--- src/rtl/uart_rx_if.sv ---
// rtl/uart_rx_if.sv - serial line and received-byte signals of the UART receiver
interface uart_rx_if;
  logic       serial_in;
  logic [7:0] data_out;
  logic       data_valid;
  logic       receiving;
  logic       framing_error;

  modport master (
    output serial_in,
    input  data_out,
    input  data_valid,
    input  receiving,
    input  framing_error
  );

  modport slave (
    input  serial_in,
    output data_out,
    output data_valid,
    output receiving,
    output framing_error
  );
endinterface

--- src/rtl/uart_rx.sv ---
// rtl/uart_rx.sv - 8N1 UART receiver, mid-bit sampling, single-cycle valid/framing-error pulses
module uart_rx #(
  parameter int unsigned CLOCKS_PER_BIT = 217
) (
  input  logic     clock,
  input  logic     reset,
  uart_rx_if.slave rx_if
);

  localparam logic [15:0] BIT_LAST  = 16'(CLOCKS_PER_BIT - 1);
  localparam logic [15:0] HALF_LAST = 16'((CLOCKS_PER_BIT - 1) / 2);

  typedef enum logic [2:0] {
    IDLE      = 3'd0,
    START_BIT = 3'd1,
    DATA_BITS = 3'd2,
    STOP_BIT  = 3'd3,
    WAIT_HIGH = 3'd4
  } state_t;

  state_t      state_q;
  logic        sync1_q;
  logic        rx_sync_q;
  logic [15:0] cnt_q;
  logic [2:0]  bit_idx_q;
  logic [7:0]  shift_q;
  logic [7:0]  data_q;
  logic        data_valid_q;
  logic        framing_error_q;

  logic [15:0] cnt_d;
  logic [7:0]  shift_d;

  always_comb begin
    cnt_d              = cnt_q + 16'd1;
    shift_d            = shift_q;
    shift_d[bit_idx_q] = rx_sync_q;
  end

  always_ff @(posedge clock or negedge reset) begin
    if (!reset) begin
      state_q         <= IDLE;
      sync1_q         <= 1'b1;
      rx_sync_q       <= 1'b1;
      cnt_q           <= 16'd0;
      bit_idx_q       <= 3'd0;
      shift_q         <= 8'h00;
      data_q          <= 8'h00;
      data_valid_q    <= 1'b0;
      framing_error_q <= 1'b0;
    end else begin
      sync1_q         <= rx_if.serial_in;
      rx_sync_q       <= sync1_q;
      data_valid_q    <= 1'b0;
      framing_error_q <= 1'b0;
      case (state_q)
        IDLE: begin
          cnt_q     <= 16'd0;
          bit_idx_q <= 3'd0;
          if (!rx_sync_q) state_q <= START_BIT;
        end
        START_BIT: begin
          if (cnt_q == HALF_LAST) begin
            cnt_q   <= 16'd0;
            // a line that is high again at mid-start was only a glitch
            state_q <= rx_sync_q ? IDLE : DATA_BITS;
          end else begin
            cnt_q <= cnt_d;
          end
        end
        DATA_BITS: begin
          if (cnt_q == BIT_LAST) begin
            cnt_q   <= 16'd0;
            shift_q <= shift_d;
            if (bit_idx_q == 3'd7) begin
              bit_idx_q <= 3'd0;
              state_q   <= STOP_BIT;
            end else begin
              bit_idx_q <= bit_idx_q + 3'd1;
            end
          end else begin
            cnt_q <= cnt_d;
          end
        end
        STOP_BIT: begin
          if (cnt_q == BIT_LAST) begin
            cnt_q <= 16'd0;
            // leaving at mid-stop leaves half a bit to catch a back-to-back start edge
            if (rx_sync_q) begin
              data_q       <= shift_q;
              data_valid_q <= 1'b1;
              state_q      <= IDLE;
            end else begin
              framing_error_q <= 1'b1;
              state_q         <= WAIT_HIGH;
            end
          end else begin
            cnt_q <= cnt_d;
          end
        end
        WAIT_HIGH: begin
          if (rx_sync_q) state_q <= IDLE;
        end
        default: begin
          state_q   <= IDLE;
          cnt_q     <= 16'd0;
          bit_idx_q <= 3'd0;
        end
      endcase
    end
  end

  assign rx_if.data_out      = data_q;
  assign rx_if.data_valid    = data_valid_q;
  assign rx_if.framing_error = framing_error_q;
  assign rx_if.receiving     = (state_q != IDLE);

endmodule

--- src/flat_wrapper.sv ---
// flat-port wrapper written by rule: the top's interface ports become plain ports
module uart_rx_flat 
#(
  parameter int unsigned CLOCKS_PER_BIT = 217
)
  (clock, reset, rx_if_serial_in, rx_if_data_out, rx_if_data_valid, rx_if_receiving, rx_if_framing_error);
  uart_rx_if rx_if_i ();
  input  logic clock;
  input  logic reset;
  input wire logic [$bits(rx_if_i.serial_in)-1:0] rx_if_serial_in;
  output wire logic [$bits(rx_if_i.data_out)-1:0] rx_if_data_out;
  output wire logic [$bits(rx_if_i.data_valid)-1:0] rx_if_data_valid;
  output wire logic [$bits(rx_if_i.receiving)-1:0] rx_if_receiving;
  output wire logic [$bits(rx_if_i.framing_error)-1:0] rx_if_framing_error;
  assign rx_if_i.serial_in = rx_if_serial_in;
  assign rx_if_data_out = rx_if_i.data_out;
  assign rx_if_data_valid = rx_if_i.data_valid;
  assign rx_if_receiving = rx_if_i.receiving;
  assign rx_if_framing_error = rx_if_i.framing_error;
  uart_rx #(.CLOCKS_PER_BIT(CLOCKS_PER_BIT)) u_core (.clock(clock), .reset(reset), .rx_if(rx_if_i));
endmodule
--- config.mk ---
export PLATFORM = sky130hd
export DESIGN_NAME = uart_rx_flat
export DESIGN_NICKNAME = d
export VERILOG_FILES = /design/src/rtl/uart_rx_if.sv /design/src/rtl/uart_rx.sv /design/src/flat_wrapper.sv
export SDC_FILE = /design/constraint.sdc
export NUM_CORES = 1
export LEC_CHECK = 0
export CAP_MARGIN = 20
export CORE_ASPECT_RATIO = 1.25
export CORE_UTILIZATION = 60
export CTS_BUF_LIST = sky130_fd_sc_hd__clkbuf_16
export DETAILED_ROUTE_END_ITERATION = 12
export PLACE_DENSITY = 0.87
export SKIP_CTS_REPAIR_TIMING = 1
export SYNTH_ARGS = -nofsm -noshare
export SYNTH_HDL_FRONTEND = slang
export SYNTH_SLANG_ARGS = --single-unit
--- constraint.sdc ---
create_clock -name clock -period 3.2 [get_ports clock]
set_input_delay 0.64 -clock clock [delete_from_list [all_inputs] [get_ports clock]]
set_output_delay 0.64 -clock clock [all_outputs]
set_load 0.05 [all_outputs]
==> metrics.txt <==
outcome finished, final reports clean; largest net degree at the start of global routing 43; main area contributors after synthesis dfrtp_1, nand2_1, xnor2_1; Ys Warns 0; later-pin clock latency in the skew report 290 ps; maxcap violations 0; clock buffer depth 2; fin area 2360 sq um; WP data required around 2600 ps; minimum clock period around 2500 ps; Layout area overhead 13.34%; leading cell type by number of instances after synthesis dfrtp_1; CTS Sinks 42; Final Cycle Share slightly below 80%; TritonCTS clock tree built; first-pass iteration count of the detailed router 4; clock skew 4.103 ps; DR DRC count 0; Worst-Margin Slew between 800 and 900 ps; Synth top cells by count dfrtp_1, nand2_1, nor2_1, xnor2_1; die width around 55 um; Setup TNS 0 ps; I/O pins 14; prevailing post-synth register cell dfrtp_1; clk slew on worst S/H paths approximately 60 ps; overall global routing resource usage between 20% and 30%; setup slack after layout a little over 700 ps; Antenna Nets Post-Route 0; grt ovf 0; Power Dens Cells 435.5 nW/um^2; wire length per cell roughly 14 um; dpl ws 1004 ps; setup violators final 0; FF+latch count, synth 42; Clock Tree Root clkbuf_16; vias in the first global route roughly 1.4k; Fmax achieved 0.4011 GHz; gp weighted congestion 0.9509; initial antenna violation count 0; crit start category flop; peak supply drop approximately 0.00050 V; Post-Syn Area 2082 sq um; core footprint 3252 sq um; Die H about 68 um; routed vias approximately 1.5k; starting density of the core 64.02%; Placement Rows 23; CTS buffer count 5; Mean Syn Cell Area ~9.9 sq um; Mapped Nets roughly 220; crit-path max FO 13; Crit Path Category flop to primary output; Rel. slew slack between 40% and 50%; hold_ws roughly 360 ps; die area around 3700 sq um; Pins Over Slew Limit 0; Hold Vio Cnt, Final 0; Post-DP Area approximately 2200 sq um; ys async rst share 100.0%; crit path DAT roughly 1900 ps; Post-DP HPWL around 2.5 mm; Layout Nets roughly 230; CP Capture Type primary output; Syn Inst Count 210; first-pass GRT wire length 6.127 mm; Lkg Pwr between 1 and 1.5 nW; Vias per Instance ~5.6; RSZ-0062 raised after global routing no; antenna diode count 0; share of post-route cells with drive strength above 1 9.865%; number of unique standard cell types used by synthesis 40; fillers about 250; routed wire length roughly 3.7 mm; Buffers on Ports 13; initial detailed-routing violation count 45; Hold Path Class flop to flop; Yosys top cell area share roughly half; dominant cell type by area after synthesis dfrtp_1; sequential share of the synthesized area approximately half; # H-tree levels 2; Post-synth EDFFs 0
final cells by class:
cell class | count | area [sq um] | share of cell area (%)
clock buffer | 5 | 125.1 | 5.302
clock inverter | 3 | 12.51 | 0.5302
inverter | 6 | 22.52 | 0.9544
multi-input combinational | 153 | 967.2 | 40.99
sequential | 42 | 1054 | 44.64
tap | 37 | 46.29 | 1.962
timing repair buffer | 14 | 132.6 | 5.620
power by group:
group          switching [mW]  total [mW]  internal [mW]  leakage (nW)
Clock                   0.197       0.479          0.282        0.0724
Sequential            0.00258       0.536          0.534         0.565
Combinational          0.0102      0.0129        0.00263         0.449
state kept, by name (all words and copies together), names as in the netlist:
signal and flops:
u_core.sync1_q 1, u_core.state_q 3, u_core.rx_sync_q 1, u_core.rx_if.data_out 8, u_core.rx_if.data_valid 1, u_core.cnt_q 16, u_core.bit_idx_q 3, u_core.shift_q 8
u_core.rx_if.framing_error 1
metal layers:
metal	vias up	wire [um]	global-route usage (%)
li1	746	-	-
met1	695	1587	26.70
met2	21	1926	39.46
met3	5	124	8.667
met4	0	43	11.22
met5	-	0	0
critical path, stage by stage, from the launching register on:
cell and delay [ps]:
dfrtp_1 490, or3_1 380, clkdlybuf4s50_1 700
cell families (layout without fill, tap and decap cells):
| group | Yosys count | count (layout) | synth area share, % |
|---|---|---|---|
| compound gates | 17 | 17 | 5.649 |
| xor+xnor | 14 | 14 | 5.890 |
| fa+ha+maj | 4 | 4 | 2.404 |
| buf+inv | 15 | 28 | 2.944 |
| flops | 42 | 42 | 50.60 |
| mux | 9 | 9 | 4.867 |
| simple gates | 109 | 109 | 27.64 |
final timing paths:
kind / start / endpoint / slack (ps) / cells past startpoint
setup / recovery: u_core.state_q[0] / rx_if_receiving / 710 / 2
hold / removal: u_core.sync1_q / u_core.rx_sync_q / 360 / 0
max in group asynchronous: reset / u_core.rx_if.data_out[7] / 2160 / 1
min in group asynchronous: reset / u_core.bit_idx_q[0] / 480 / 1
hold reg to reg: u_core.sync1_q / u_core.rx_sync_q / 360 / 0
setup reg to reg: u_core.cnt_q[0] / u_core.shift_q[3] / 1190 / 7
cell usage in the layout, fill, tap and decap left out, drive strengths merged, types with 3 or more instances in the layout:
cell / instances
clkdlybuf4s50: 12
nand3: 7
nor3: 7
dfrtp: 40
nand2: 38
nor3b: 5
nand4: 4
o22ai: 3
o21ai: 5
and4: 5
xnor2: 12
nand3b: 3
clkbuf: 5
inv: 7
ha: 4
nor2: 25
nor4: 4
mux2: 9
a21oi: 4
stage by stage:
step	instances	utilization [%]	power [mW]
CTS	260	72.57	1.038
global route	260	72.57	1.062
finish	260	72.57	1.028
global placement	252	68.33	0.5594
detailed placement	252	68.33	0.5594
floorplan	210	-	0.5467
Note: power is estimated with default switching activity, not from simulation.
